<file path="src/rtl/sample_replay_ctrl.sv">
// Sample FIFO sequencer: fills a batch from upstream, replays it downstream i_passes times
// via FIFO mark/read-reset, then flushes. Optional stall counter under SAMPLE_REPLAY_STATS_EN.
module sample_replay_ctrl #(
  parameter int unsigned DATA_W = 16,
  parameter int unsigned DEPTH  = 1000,
  parameter int unsigned CNT_W  = 16,
  parameter int unsigned PASS_W = 8,
  parameter int unsigned SETTLE = 3
) (
  input  logic              clk,
  input  logic              rst_n,
  input  logic              i_start,
  input  logic [CNT_W-1:0]  i_len,
  input  logic [PASS_W-1:0] i_passes,
  input  logic              i_in_vld,
  input  logic [DATA_W-1:0] i_in_data,
  output logic              o_in_rdy,
  output logic              o_out_vld,
  output logic [DATA_W-1:0] o_out_data,
  output logic              o_out_last,
  input  logic              i_out_rdy,
  output logic              o_busy,
  output logic              o_done,
  output logic              o_fifo_flush,
  output logic              o_fifo_mark,
  output logic              o_fifo_read_rst,
  output logic              o_fifo_push,
  output logic              o_fifo_pop,
  output logic [DATA_W-1:0] o_fifo_rear,
  input  logic              i_fifo_full,
  input  logic              i_fifo_empty,
  input  logic [DATA_W-1:0] i_fifo_front,
  output logic [15:0]       o_stall_cycles
);

  typedef enum logic [2:0] {StIdle, StFill, StMark, StDrain, StRewind, StFlush} state_e;

  localparam logic [CNT_W-1:0] DepthC  = CNT_W'(DEPTH);
  localparam logic [7:0]       SettleC = 8'(SETTLE);

  state_e              state_q;
  logic [CNT_W-1:0]    len_q, wcnt_q, rcnt_q, ocnt_q;
  logic [PASS_W-1:0]   passes_q, pcnt_q;
  logic [7:0]          scnt_q;
  logic [DATA_W-1:0]   buf0_q, buf1_q;
  logic [1:0]          occ_q, occ_after;
  logic                pop_q;
  logic                start_ok, in_hs, out_hs, last_hs, credit;
  logic [2:0]          used;

  assign start_ok = i_start & (state_q == StIdle);

  assign o_in_rdy    = (state_q == StFill) & ~i_fifo_full;
  assign in_hs       = o_in_rdy & i_in_vld;
  assign o_fifo_push = in_hs;
  assign o_fifo_rear = in_hs ? i_in_data : '0;

  assign o_out_vld  = (occ_q != 2'd0);
  assign o_out_data = o_out_vld ? buf0_q : '0;
  assign o_out_last = o_out_vld & (ocnt_q == len_q - 1'b1);
  assign out_hs     = o_out_vld & i_out_rdy;
  assign last_hs    = out_hs & o_out_last;

  // A slot freed by this cycle's downstream accept can be reused at once, sustaining 1/cycle.
  assign used       = 3'(occ_q) + 3'(pop_q);
  assign credit     = used < (3'd2 + 3'(out_hs));
  assign o_fifo_pop = (state_q == StDrain) & credit & (rcnt_q < len_q) & ~i_fifo_empty;
  assign occ_after  = occ_q - 2'(out_hs);

  assign o_fifo_mark     = (state_q == StMark) & (scnt_q == SettleC - 8'd1);
  assign o_fifo_read_rst = (state_q == StRewind) & (scnt_q == 8'd0);
  assign o_fifo_flush    = (state_q == StFlush);
  assign o_done          = (state_q == StFlush);
  assign o_busy          = (state_q != StIdle);

  always_ff @(posedge clk) begin
    if (!rst_n) begin
      state_q  <= StIdle;
      len_q    <= '0;
      wcnt_q   <= '0;
      rcnt_q   <= '0;
      ocnt_q   <= '0;
      passes_q <= '0;
      pcnt_q   <= '0;
      scnt_q   <= '0;
      buf0_q   <= '0;
      buf1_q   <= '0;
      occ_q    <= '0;
      pop_q    <= 1'b0;
    end else begin
      pop_q <= o_fifo_pop;
      // Two-entry output buffer; buf0_q is always the head.
      if (out_hs) buf0_q <= buf1_q;
      if (pop_q) begin
        if (occ_after == 2'd0) buf0_q <= i_fifo_front;
        else                   buf1_q <= i_fifo_front;
      end
      occ_q <= occ_after + 2'(pop_q);

      unique case (state_q)
        StIdle: begin
          if (start_ok) begin
            len_q    <= (i_len > DepthC) ? DepthC : i_len;
            passes_q <= i_passes;
            wcnt_q   <= '0;
            pcnt_q   <= '0;
            state_q  <= ((i_len == '0) || (i_passes == '0)) ? StFlush : StFill;
          end
        end
        StFill: begin
          if (in_hs) begin
            wcnt_q <= wcnt_q + 1'b1;
            if (wcnt_q + 1'b1 == len_q) begin
              state_q <= StMark;
              scnt_q  <= '0;
            end
          end
        end
        StMark: begin
          if (scnt_q == SettleC - 8'd1) begin
            state_q <= StDrain;
            rcnt_q  <= '0;
            ocnt_q  <= '0;
            pcnt_q  <= '0;
          end else begin
            scnt_q <= scnt_q + 8'd1;
          end
        end
        StDrain: begin
          if (o_fifo_pop) rcnt_q <= rcnt_q + 1'b1;
          if (out_hs)     ocnt_q <= ocnt_q + 1'b1;
          if (last_hs) begin
            pcnt_q  <= pcnt_q + 1'b1;
            scnt_q  <= '0;
            state_q <= (pcnt_q + 1'b1 == passes_q) ? StFlush : StRewind;
          end
        end
        StRewind: begin
          // One read-reset cycle followed by SETTLE quiet cycles.
          if (scnt_q == SettleC) begin
            state_q <= StDrain;
            rcnt_q  <= '0;
            ocnt_q  <= '0;
          end else begin
            scnt_q <= scnt_q + 8'd1;
          end
        end
        StFlush: state_q <= StIdle;
        default: state_q <= StIdle;
      endcase
    end
  end

`ifdef SAMPLE_REPLAY_STATS_EN
  logic [15:0] stall_q;

  always_ff @(posedge clk) begin
    if (!rst_n) begin
      stall_q <= '0;
    end else if (start_ok) begin
      stall_q <= '0;
    end else if ((state_q == StDrain) && o_out_vld && !i_out_rdy && (stall_q != 16'hFFFF)) begin
      stall_q <= stall_q + 16'd1;
    end
  end

  assign o_stall_cycles = stall_q;
`else
  assign o_stall_cycles = '0;
`endif

endmodule

</file>
<file path="config.mk">
export PLATFORM = sky130hd
export DESIGN_NAME = sample_replay_ctrl
export DESIGN_NICKNAME = d
export VERILOG_FILES = /design/src/rtl/sample_replay_ctrl.sv
export SDC_FILE = /design/constraint.sdc
export NUM_CORES = 1
export LEC_CHECK = 0
export CAP_MARGIN = 15
export CORE_MARGIN = 2
export CORE_UTILIZATION = 45
export DETAILED_ROUTE_END_ITERATION = 8
export PLACE_DENSITY = 0.69
export SLEW_MARGIN = 20
export SYNTH_ARGS = -nofsm -noshare
export SYNTH_HDL_FRONTEND = slang
export SYNTH_SLANG_ARGS = --single-unit
</file>
<file path="constraint.sdc">
create_clock -name clk -period 9.8 [get_ports clk]
set_clock_uncertainty 0.1 [all_clocks]
set_input_delay 1.47 -clock clk [delete_from_list [all_inputs] [get_ports clk]]
set_output_delay 1.47 -clock clk [all_outputs]
set_load 0.02 [all_outputs]
</file>
==> flow_summary.rst, run 1 <==
.. list-table::
   :header-rows: 1

   * - Metric
     - Value
   * - Leading cell types by total area after synthesis
     - sky130_fd_sc_hd__dfxtp_1 34%, sky130_fd_sc_hd__nand2_1 7.4%, sky130_fd_sc_hd__xnor2_1 5.4%, sky130_fd_sc_hd__nor2_1 4.9%, sky130_fd_sc_hd__ha_1 4.5%
   * - Post CTS Setup Buffer Count
     - 0
   * - Number of H-tree branching levels
     - 4
   * - Number of I/O port buffers
     - approximately 100
   * - Arrival time of data at the critical path endpoint
     - 3.98 ns
   * - Worst flop-to-flop path endpoint
     - scnt_q[1]
   * - Number of clock sinks
     - 126
   * - Setup repair after global routing missed its margin
     - no
   * - Crit path capture type
     - primary output
   * - Clk pin slew, worst setup/hold paths
     - about 0.060 ns
   * - R2R Path Start
     - len_q[0]
   * - Worst-Margin Slew
     - about 0.98 ns
   * - Top_reg_cell synth
     - sky130_fd_sc_hd__dfxtp_1
   * - Share of post-route cells with drive strength above 1
     - 0.0539
   * - Post-route DRC
     - 0
   * - Initial core utilization
     - 0.464
   * - Final routed wirelength across all metal layers
     - 20,000 um
   * - Endpoints failing hold
     - 0
   * - Portion of synthesized cell area occupied by the leading cell type
     - 0.340
   * - IO Count
     - 121
   * - CP startpoint kind
     - primary input
   * - Mean post-synth cell area
     - 7.66 sq um
   * - Half-perimeter wire length after detailed placement
     - 14,500 um
   * - Most frequent standard cell in the layout excluding fill and tap cells
     - sky130_fd_sc_hd__nand2_1
   * - Number of violations of the max-capacitance limit
     - 0
   * - Number of antenna violations at the first check in global routing
     - 0
   * - Max Fclk
     - about 180 MHz
   * - Data required, critical path
     - 8.23 ns
   * - Gate count of the mapped netlist
     - 969
   * - Worst-case register-to-register setup slack
     - 6.28 ns
   * - Worst Hold Launch
     - buf1_q[8]
   * - Share of synthesized flip-flops with an asynchronous set or reset
     - 0
   * - Share of the yosys chip area belonging to registers
     - 0.340
   * - TritonCTS clock tree
     - yes
   * - Timing startpoint of the critical path
     - i_fifo_full
   * - Normalized max-slew margin
     - 0.344
   * - End point of the critical path
     - o_fifo_push
   * - Post-cts hold buffer count
     - 0
   * - # placed instances
     - 1,241
   * - Worst reg2reg path depth
     - 10
   * - Post-synth EDFFs
     - 0
   * - Wire length per cell after detailed routing
     - 15.7 um
   * - Detail Route Antenna Nets
     - 0
   * - Total of warnings raised by yosys
     - 0
   * - Number of buffers on the longest clock path
     - 2
   * - Count of state elements after synthesis
     - between 100 and 150
   * - Total CTS buffers
     - 17
   * - Fill count
     - between 1,500 and 2,000
   * - Overall die width
     - 132 um
   * - DR vias
     - 7,024
   * - Layout Nets
     - 1,134
   * - Total Die Area
     - approximately 0.018 sq mm
   * - Starting DRC count in detailed routing
     - 682
   * - Vias per std cell
     - between 5 and 6
   * - Overall Global Routing Usage
     - 0.228
   * - Critical path class
     - in -> out
   * - Number of slew-limit violations in the final report
     - 0
   * - Setup Total Neg Slack
     - 0 ns
   * - Outcome
     - finished, final reports clean
   * - Leakage dissipation
     - roughly 3.3 nW
   * - Maximum fanout encountered on the critical timing path
     - 21
   * - Hold/Removal Path Class
     - reg -> reg
   * - Number of antenna cells inserted
     - 0
   * - Top cell type by total area after synthesis
     - sky130_fd_sc_hd__dfxtp_1
   * - Die height
     - 132 um
   * - Period utilisation layout
     - 0.566
   * - Power density over cell area
     - around 140 mW/mm^2
   * - Post-route non-filler standard cell count
     - 1,273
   * - Overall power of the completed layout
     - 1.28 mW
   * - Clock period minus final worst setup slack
     - 5.55 ns
   * - Clock Latency Late Sink
     - 0.42 ns
   * - Number of global-route vias before repair
     - 6,383
   * - Number of core rows
     - 46
   * - Count of unique library cells instantiated by Yosys
     - 65
   * - Final weighted congestion in routability-driven placement
     - 0.907
   * - First-pass GRT wire length
     - 32,400 um
   * - Largest net degree at the start of global routing
     - 77
   * - Number of gates resized after CTS
     - 0
   * - Master cell of the clock root buffer
     - sky130_fd_sc_hd__clkbuf_16
   * - VDD IR-drop max
     - 134 uV
   * - Count of TritonRoute iterations in the first routing pass
     - 5
   * - Final setup violation count
     - 0
   * - Remaining Overflow, GRT
     - 0
   * - Most frequent cells in the layout
     - 145 x sky130_fd_sc_hd__nand2_1, 126 x sky130_fd_sc_hd__dfxtp_1, 104 x sky130_fd_sc_hd__clkdlybuf4s50_1, 96 x sky130_fd_sc_hd__nor2_1, 62 x sky130_fd_sc_hd__a21oi_1
   * - Floorplan Core Area
     - 0.0160 sq mm
   * - Utilization of the core after routing
     - 0.567
   * - Netlist Area Pre-Place
     - 0.00743 sq mm
   * - Area Overhead vs Synth
     - 22.2%
[cells in the mapped netlist, types with 17 or more instances]
| master | n |
|---|---|
| sky130_fd_sc_hd__a21oi_1 | 62 |
| sky130_fd_sc_hd__and3_1 | 29 |
| sky130_fd_sc_hd__buf_4 | 17 |
| sky130_fd_sc_hd__clkbuf_1 | 48 |
| sky130_fd_sc_hd__dfxtp_1 | 126 |
| sky130_fd_sc_hd__ha_1 | 27 |
| sky130_fd_sc_hd__inv_1 | 37 |
| sky130_fd_sc_hd__nand2_1 | 146 |
| sky130_fd_sc_hd__nand3_1 | 34 |
| sky130_fd_sc_hd__nand4_1 | 21 |
| sky130_fd_sc_hd__nor2_1 | 96 |
| sky130_fd_sc_hd__nor2b_1 | 21 |
| sky130_fd_sc_hd__nor3_1 | 27 |
| sky130_fd_sc_hd__nor4_1 | 19 |
| sky130_fd_sc_hd__o21ai_0 | 29 |
| sky130_fd_sc_hd__xnor2_1 | 46 |
| sky130_fd_sc_hd__xor2_1 | 31 |
[report_power, final]
group | switching (mW) | leakage [nW] | internal (mW) | total, mW
clock | 0.253 | 0.259 | 0.340 | 0.593
sequential | 0.0105 | 1.02 | 0.519 | 0.529
combinational | 0.0958 | 2.01 | 0.0628 | 0.159
[per-layer routing]
metal	up-vias	part of all wire	track usage
met5	-	0	0
met3	22	0.060	0.0483
met2	203	0.46	0.363
li1	3515	-	-
met1	3284	0.46	0.310
met4	0	0.017	0.0699
[cell type report]
cell class,instances,area [sq um],share of cell area
Clock inverter,13,104,0.0114
Inverter,38,143,0.0157
Timing Repair Buffer,110,1090,0.120
Tap cell,216,270,0.0298
Sequential cell,126,2520,0.278
Clock buffer,19,453,0.0499
Multi-Input combinational cell,751,4500,0.496
[how the worst min path moves through the flow]
| stage | cells past startpoint | slack, ns | to |
|---|---|---|---|
| 2_1_floorplan | 2 | 0.34 | buf1_q[0] |
| 3_3_place_gp | 2 | 0.34 | buf1_q[8] |
| 3_5_place_dp | 2 | 0.35 | buf1_q[9] |
| 4_1_cts | 2 | 0.36 | buf1_q[9] |
| 5_1_grt | 2 | 0.37 | buf1_q[3] |
| 6_report | 2 | 0.35 | buf1_q[8] |
[registers in the layout (all words and copies together), names as in the netlist]
| register | flops |
|---|---|
| state_q | 3 |
| passes_q | 8 |
| scnt_q | 8 |
| pop_q | 1 |
| ocnt_q | 16 |
| buf0_q | 16 |
| len_q | 16 |
| buf1_q | 16 |
| wcnt_q | 16 |
| occ_q | 2 |
| pcnt_q | 8 |
| rcnt_q | 16 |
[cells by family after synthesis]
| logic type | count (synthesis) | synth area share |
|---|---|---|
| buf+inv | 107 | 0.0632 |
| simple gates | 439 | 0.287 |
| flops | 126 | 0.340 |
| fa+ha+maj | 27 | 0.0455 |
| mux | 7 | 0.00977 |
| xor+xnor | 77 | 0.0908 |
| other cells | 1 | 0.000505 |
| compound gates | 185 | 0.164 |
[metrics by stage]
step           hold slack, ns  setup WS (ns)  cell area [sq um]
2_1_floorplan           0.337           5.61               7480
3_3_place_gp            0.341           4.30               8510
3_5_place_dp            0.347           4.25               8510
4_1_cts                 0.356           4.25               9070
5_1_grt                 0.371           4.07               9080
6_report                0.354           4.25               9080
[critical path: stages]
cell	delay, ns
sky130_fd_sc_hd__clkdlybuf4s50_1	0.43
sky130_fd_sc_hd__nor4b_2	0.22
sky130_fd_sc_hd__buf_4	0.25
sky130_fd_sc_hd__nand2_1	0.40
sky130_fd_sc_hd__inv_1	0.50
sky130_fd_sc_hd__clkdlybuf4s50_1	0.69
Power figures use the tool's default switching activity.
==> inputs of run 2 (changes only) <==
==> constraint.sdc (replaced) <==
create_clock -name clk -period 5.17 [get_ports clk]
set_clock_uncertainty 0.1 [all_clocks]
set_input_delay 0.7755 -clock clk [delete_from_list [all_inputs] [get_ports clk]]
set_output_delay 0.7755 -clock clk [all_outputs]
set_load 0.02 [all_outputs]
==> run 2 against run 1 <==
Against the previous run: sequential share of layout area is 0.21 points lower; global-route usage is 0.82 points higher; first-iteration DRC count is 11% lower; combinational power is 91% higher; final cell count is 0.47% higher.
==> flow_summary.rst, run 2 (same netlist as run 1, synthesis figures left out) <==
.. list-table::
   :header-rows: 1

   * - Metric
     - Value
   * - Post-route DRC
     - 0 (unchanged)
   * - Leakage dissipation
     - 3.35 nW (was 3.29 nW)
   * - CP startpoint kind
     - flop (was primary input)
   * - Number of core rows
     - 46 (unchanged)
   * - Number of H-tree branching levels
     - 4 (unchanged)
   * - Met1 usage in global routing
     - 0.319 (was 0.310)
   * - Placed standard-cell area
     - 0.00856 sq mm (was 0.00851 sq mm)
   * - Crit path capture type
     - primary output (unchanged)
   * - Total CTS buffers
     - 17 (unchanged)
   * - Clk pin slew, worst setup/hold paths
     - 0.06 ns (about the same)
   * - Overall power of the completed layout
     - 2.51 mW (was 1.28 mW)
   * - Largest net degree at the start of global routing
     - 77 (unchanged)
   * - Cell with the largest stage delay on the worst path
     - sky130_fd_sc_hd__clkdlybuf4s50_1 (unchanged)
   * - Critical path class
     - reg -> out (was in -> out)
   * - Floorplan Core Area
     - 0.0160 sq mm (unchanged)
   * - Wire length per cell after detailed routing
     - 16.2 um (was 15.7 um)
   * - Number of gates resized after CTS
     - 0 (unchanged)
   * - Number of violations of the max-capacitance limit
     - 0 (unchanged)
   * - Area Overhead vs Synth
     - 23.2% (was 22.2%)
   * - Hold Path End
     - buf1_q[5] (was buf1_q[8])
   * - R2R Path Start
     - len_q[0] (unchanged)
   * - Overall die width
     - 132 um (unchanged)
   * - GR met3 Demand/Resource
     - 0.0479 (was 0.0483)
   * - Vias per std cell
     - 5.55 (was 5.52)
   * - Post CTS Setup Buffer Count
     - 0 (unchanged)
   * - Worst-case register-to-register setup slack
     - 1.72 ns (was 6.28 ns)
   * - First-pass GRT wire length
     - 33,400 um (was 32,400 um)
   * - Number of global-route vias before repair
     - 6,477 (was 6,383)
   * - Number of clock sinks
     - 126 (unchanged)
   * - TritonCTS clock tree
     - yes (unchanged)
   * - Period utilisation layout
     - 0.885
   * - Multi-input gate area in the final layout
     - 0.00449 sq mm (was 0.00450 sq mm)
   * - Hold/Removal Path Class
     - reg -> reg (unchanged)
   * - Post-cts hold buffer count
     - 0 (unchanged)
   * - Master cell of the clock root buffer
     - sky130_fd_sc_hd__clkbuf_16 (unchanged)
   * - Clock period minus final worst setup slack
     - roughly 4.6 ns
   * - Number of slew-limit violations in the final report
     - 0 (unchanged)
   * - Final weighted congestion in routability-driven placement
     - 0.885 (was 0.907)
   * - Detail Route Antenna Nets
     - 0 (unchanged)
   * - Worst path top cell family by delay
     - simple AND/OR/NAND/NOR gates (was buffers and inverters)
   * - Most frequent cells in the layout
     - 145 x sky130_fd_sc_hd__nand2_1, 126 x sky130_fd_sc_hd__dfxtp_1, 104 x sky130_fd_sc_hd__clkdlybuf4s50_1, 96 x sky130_fd_sc_hd__nor2_1, 62 x sky130_fd_sc_hd__a21oi_1 (unchanged)
   * - Slowest stage delay, CP
     - 0.71 ns (was 0.69 ns)
   * - Total Die Area
     - 0.0175 sq mm (unchanged)
   * - Worst-Margin Slew
     - 0.866 ns (was 0.977 ns)
   * - Power density over cell area
     - 275 mW/mm^2 (was 141 mW/mm^2)
   * - Outcome
     - finished, final reports clean (unchanged)
   * - IO Count
     - 121 (unchanged)
   * - Worst Hold Launch
     - buf1_q[5] (was buf1_q[8])
   * - Starting DRC count in detailed routing
     - 606 (was 682)
   * - Clock Latency Late Sink
     - 0.43 ns (was 0.42 ns)
   * - Cell depth of the worst min-delay path
     - 2 (unchanged)
   * - DR vias
     - 7,104 (was 7,024)
   * - CP bufs+invs
     - 2 (was 4)
   * - Worst reg2reg path depth
     - 10 (unchanged)
   * - Setup repair after global routing missed its margin
     - no (unchanged)
   * - Most frequent standard cell in the layout excluding fill and tap cells
     - sky130_fd_sc_hd__nand2_1 (unchanged)
   * - Final setup violation count
     - 0 (unchanged)
   * - Number of antenna cells inserted
     - 0 (unchanged)
   * - Data required, critical path
     - 4.29 ns (was 8.23 ns)
   * - CP cell instances
     - inv_1 -> ha_1 -> or4b_1 -> or4_1 -> a31oi_1 -> o22ai_1 -> nor4_4 -> clkdlybuf4s50_1 (was clkdlybuf4s50_1 -> nor4b_2 -> buf_4 -> nand2_1 -> inv_1 -> clkdlybuf4s50_1)
   * - Max Fclk
     - 219 MHz
   * - Die height
     - 132 um (unchanged)
   * - Count of TritonRoute iterations in the first routing pass
     - 5 (unchanged)
   * - Fill count
     - 1,516 (was 1,563)
   * - Setup Total Neg Slack
     - 0 ns (unchanged)
   * - VDD IR-drop max
     - 230 uV (was 134 uV)
   * - Arrival time of data at the critical path endpoint
     - 3.70 ns (was 3.98 ns)
   * - Initial core utilization
     - 0.464 (unchanged)
   * - Maximum fanout encountered on the critical timing path
     - 7 (was 21)
   * - GRT busiest layer
     - met2 (unchanged)
   * - Share of post-route cells with drive strength above 1
     - 0.0574 (was 0.0539)
   * - Area used by sequential logic in the layout
     - 0.00252 sq mm (unchanged)
   * - Number of antenna violations at the first check in global routing
     - 0 (unchanged)
   * - Normalized max-slew margin
     - 0.423 (was 0.344)
   * - Endpoints failing hold
     - 0 (unchanged)
   * - Global-route met2 utilization
     - 0.363 (unchanged)
   * - Remaining Overflow, GRT
     - 0 (unchanged)
   * - Number of buffers on the longest clock path
     - 2 (unchanged)
   * - Final design instance area without fill
     - 0.00915 sq mm (was 0.00908 sq mm)
   * - Half-perimeter wire length after detailed placement
     - 15,000 um (was 14,500 um)
   * - Number of I/O port buffers
     - 104 (unchanged)
   * - Overall Global Routing Usage
     - 0.236 (was 0.228)
   * - Final routed wirelength across all metal layers
     - 20,800 um (was 20,000 um)
   * - Worst flop-to-flop path endpoint
     - scnt_q[1] (unchanged)
   * - Layout Nets
     - 1,140 (was 1,134)
## run 2: changes by cell type in the layout (fill, tap and decap cells not counted), sizes merged
cell,change
buf,+6
bufinv,+2
clkbuf,-1
clkinv,+3
clkinvlp,-4
## run 2: worst register-to-register path: cells and delay by family, from the launching register on
family | cells | cell delay [ns]
AO/OA/AOI/OAI | 3 | 0.73
flip-flops | 1 | 0.38
adder cells (fa/ha/maj) | 1 | 0.20
buffers and inverters | 1 | 0.09
AND/OR/NAND/NOR | 4 | 1.72
multiplexers | 1 | 0.17
## run 2: cell type report
type                       instances  share of cell area
sequential                       126               0.276
timing repair buffer             116               0.124
multi-input combinational        751               0.491
clock inverter                    14              0.0171
clock buffer                      18              0.0469
tap                              216              0.0296
inverter                          38              0.0156
## run 2: worst max-delay path by stage
stage | cells past startpoint | from | end | slack (ns)
after CTS | 8 | len_q[0] | o_out_last | 0.63
after global placement | 8 | len_q[0] | o_out_last | 1.12
after detailed placement | 8 | len_q[0] | o_out_last | 1.10
after floorplan | 9 | len_q[0] | o_out_last | 1.79
after global routing | 8 | len_q[0] | o_out_last | 0.39
final | 8 | len_q[0] | o_out_last | 0.60
## run 2: stage by stage
step | hold slack, ns | utilization | setup slack (ns) | cells
after floorplan | 0.337 | - | 1.79 | 984
after global placement | 0.342 | 0.535 | 1.12 | 1247
after detailed placement | 0.347 | 0.535 | 1.10 | 1247
after CTS | 0.355 | 0.571 | 0.630 | 1279
after global routing | 0.372 | 0.572 | 0.385 | 1279
final | 0.356 | 0.572 | 0.596 | 1279
## run 2: power by group
part	internal (mW)	switching, mW
combinational	0.121	0.183
sequential	0.983	0.0189
clock	0.717	0.487
## run 2: metal layers
metal | part of all wire | wire length [um]
met5 | 0 | 0
met4 | 0.032 | 667
met3 | 0.060 | 1240
met2 | 0.45 | 9310
met1 | 0.46 | 9550
==> inputs of run 3 (changes only) <==
--- a/config.mk
+++ b/config.mk
@@ -10,7 +10,7 @@
 export CORE_UTILIZATION = 45
 export DETAILED_ROUTE_END_ITERATION = 8
 export PLACE_DENSITY = 0.69
-export SLEW_MARGIN = 20
+export SLEW_MARGIN = 40
 export SYNTH_ARGS = -nofsm -noshare
 export SYNTH_HDL_FRONTEND = slang
 export SYNTH_SLANG_ARGS = --single-unit
==> run 3 against run 2 <==
Against the previous run: global-route usage rose by 0.14 points; hold slack improved by 0.00076 ns; fmax rose by 0.30%; setup slack improved by 0.014 ns; register-to-register slack barely moved; sequential share of layout area fell by 0.094 points; core utilization rose by 0.20 points; first-iteration DRC count fell by 7.3%; via count rose by 0.25%; combinational power barely moved; power rose by 2.3%; critical path type unchanged; highest routed layer unchanged.
==> flow_summary.rst, run 3 (same netlist as run 1, synthesis figures left out) <==
.. list-table::
   :header-rows: 1

   * - Metric
     - Value
   * - Vias per std cell
     - 5.57 (was 5.55)
   * - VDD IR-drop max
     - 224 uV (was 230 uV)
   * - Max Fclk
     - 219 MHz (about the same)
   * - Worst reg2reg path depth
     - 10 (unchanged)
   * - Number of core rows
     - 46 (unchanged)
   * - First-pass GRT wire length
     - 33,600 um (was 33,400 um)
   * - Final weighted congestion in routability-driven placement
     - 0.885 (unchanged)
   * - Number of violations of the max-capacitance limit
     - 0 (unchanged)
   * - Half-perimeter wire length after detailed placement
     - 15,000 um (about the same)
   * - Area used by sequential logic in the layout
     - 0.00252 sq mm (unchanged)
   * - Overall Global Routing Usage
     - 0.238 (was 0.236)
   * - Worst Setup Slack, final
     - 0.610 ns (was 0.596 ns)
   * - Number of antenna cells inserted
     - 0 (unchanged)
   * - Crit path capture type
     - primary output (unchanged)
   * - Starting DRC count in detailed routing
     - 562 (was 606)
   * - Share of post-route cells with drive strength above 1
     - 0.0583 (was 0.0574)
   * - Detail Route Antenna Nets
     - 0 (unchanged)
   * - Wire length per cell after detailed routing
     - 16.2 um (about the same)
   * - Worst flop-to-flop path endpoint
     - scnt_q[1] (unchanged)
   * - Critical path class
     - reg -> out (unchanged)
   * - IO Count
     - 121 (unchanged)
   * - Number of clock sinks
     - 126 (unchanged)
   * - Number of slew-limit violations in the final report
     - 0 (unchanged)
   * - Most frequent standard cell in the layout excluding fill and tap cells
     - sky130_fd_sc_hd__nand2_1 (unchanged)
   * - Arrival time of data at the critical path endpoint
     - 3.68 ns (was 3.70 ns)
   * - Leakage dissipation
     - 3.36 nW (was 3.35 nW)
   * - Cell with the largest stage delay on the worst path
     - sky130_fd_sc_hd__clkdlybuf4s50_1 (unchanged)
   * - Post CTS Setup Buffer Count
     - 0 (unchanged)
   * - Post-cts hold buffer count
     - 0 (unchanged)
   * - Maximum fanout encountered on the critical timing path
     - 7 (unchanged)
   * - Placed standard-cell area
     - 0.00856 sq mm (about the same)
   * - Outcome
     - finished, final reports clean (unchanged)
   * - Number of global-route vias before repair
     - 6,478 (was 6,477)
   * - Initial core utilization
     - 0.464 (unchanged)
   * - Period utilisation layout
     - 0.882 (was 0.885)
   * - Number of gates resized after CTS
     - 0 (unchanged)
   * - Number of H-tree branching levels
     - 4 (unchanged)
   * - Slowest stage delay, CP
     - 0.71 ns (about the same)
   * - Hold/Removal Path Class
     - reg -> reg (unchanged)
   * - Fill count
     - 1,504 (was 1,516)
   * - Worst-case register-to-register setup slack
     - 1.73 ns (was 1.72 ns)
   * - Die height
     - 132 um (unchanged)
   * - Clock period minus final worst setup slack
     - 4.56 ns (was 4.57 ns)
   * - Overall power of the completed layout
     - 2.57 mW (was 2.51 mW)
   * - Total Die Area
     - 0.0175 sq mm (unchanged)
   * - Timing startpoint of the critical path
     - len_q[0] (unchanged)
   * - Worst-Margin Slew
     - 0.662 ns (was 0.866 ns)
   * - Clock Latency Late Sink
     - 0.43 ns (about the same)
   * - Final design instance area without fill
     - 0.00918 sq mm (was 0.00915 sq mm)
   * - Number of antenna violations at the first check in global routing
     - 0 (unchanged)
   * - Multi-input gate area in the final layout
     - 0.00449 sq mm (unchanged)
   * - R2R Path Start
     - len_q[0] (unchanged)
   * - TritonCTS clock tree
     - yes (unchanged)
   * - Overall die width
     - 132 um (unchanged)
   * - Setup repair after global routing missed its margin
     - no (unchanged)
   * - Setup Total Neg Slack
     - 0 ns (unchanged)
   * - Utilization of the core after routing
     - 0.574 (was 0.572)
   * - Remaining Overflow, GRT
     - 0 (unchanged)
   * - Worst setup slack after placement
     - 1.09 ns (was 1.10 ns)
   * - Floorplan Core Area
     - 0.0160 sq mm (unchanged)
   * - Final routed wirelength across all metal layers
     - 20,800 um (about the same)
   * - Normalized max-slew margin
     - 0.552 (was 0.423)
   * - CP cell instances
     - inv_1 -> ha_1 -> or4b_1 -> or4_1 -> a31oi_1 -> o22ai_1 -> nor4_4 -> clkdlybuf4s50_1 (unchanged)
   * - Number of I/O port buffers
     - 104 (unchanged)
   * - CP startpoint kind
     - flop (unchanged)
   * - Final setup violation count
     - 0 (unchanged)
   * - Worst Hold Launch
     - buf1_q[1] (was buf1_q[5])
   * - Most frequent cells in the layout
     - 145 x sky130_fd_sc_hd__nand2_1, 126 x sky130_fd_sc_hd__dfxtp_1, 104 x sky130_fd_sc_hd__clkdlybuf4s50_1, 96 x sky130_fd_sc_hd__nor2_1, 62 x sky130_fd_sc_hd__a21oi_1 (unchanged)
   * - Endpoints failing hold
     - 0 (unchanged)
   * - Cell depth of the worst min-delay path
     - 2 (unchanged)
   * - Area Overhead vs Synth
     - 23.6% (was 23.2%)
   * - Hold Path End
     - buf1_q[1] (was buf1_q[5])
   * - Layout Nets
     - 1,140 (unchanged)
   * - Master cell of the clock root buffer
     - sky130_fd_sc_hd__clkbuf_16 (unchanged)
   * - Number of buffers on the longest clock path
     - 2 (unchanged)
   * - Total CTS buffers
     - 17 (unchanged)
   * - Post-route DRC
     - 0 (unchanged)
   * - DR vias
     - 7,122 (was 7,104)
   * - Clk pin slew, worst setup/hold paths
     - 0.07 ns (was 0.06 ns)
   * - Data required, critical path
     - 4.29 ns (about the same)
   * - Count of TritonRoute iterations in the first routing pass
     - 5 (unchanged)
   * - Largest net degree at the start of global routing
     - 77 (unchanged)
   * - Power density over cell area
     - 280 mW/mm^2 (was 275 mW/mm^2)
[run 3: cell types whose count changed in the layout (fill, tap and decap cells not counted), sizes merged]
cell / before / now
inv: 42 / 49
clkinv: 7 / 1
clkbuf: 18 / 17
[run 3: power by group]
part / total, mW / switching (mW) / internal [mW]
clock network: 1.26 / 0.525 / 0.738
logic: 0.304 / 0.183 / 0.122
registers: 1.00 / 0.0187 / 0.983
total: 2.57 / 0.726 / 1.84
[run 3: worst max path at each step]
stage | slack (ns) | cells past startpoint | end
floorplan | 1.79 | 9 | o_out_last
global placement | 1.12 | 8 | o_out_last
detailed placement | 1.09 | 8 | o_out_last
CTS | 0.63 | 8 | o_out_last
global route | 0.40 | 8 | o_out_last
finish | 0.61 | 8 | o_out_last
[run 3: worst max-delay path, delay by kind of cell, from the launching register on]
kind	cells	cell delay, ns
and+or+nand+nor	3	1.49
buffers and inverters	2	0.80
DFF	1	0.39
AOI/OAI and AO/OA	2	0.39
adders and majority gates	1	0.20
[run 3: cell type report]
| type | count | area share |
|---|---|---|
| tap | 216 | 0.0295 |
| clock buffer | 17 | 0.0464 |
| timing repair buffer | 116 | 0.124 |
| sequential | 126 | 0.275 |
| clock inverter | 15 | 0.0205 |
| inverter | 38 | 0.0155 |
| multi-input combinational | 751 | 0.490 |
[run 3: through the flow]
step / hold slack, ns / std cells
floorplan: 0.337 / 984
global placement: 0.342 / 1247
detailed placement: 0.347 / 1247
CTS: 0.356 / 1279
global route: 0.370 / 1279
finish: 0.357 / 1279
[run 3: metal layers]
metal | GRT usage | vias up | share of wire
met5 | 0 | - | 0
met4 | 0.0824 | 0 | 0.023
met3 | 0.0552 | 33 | 0.052
met2 | 0.374 | 188 | 0.46
met1 | 0.320 | 3364 | 0.46
li1 | - | 3537 | -
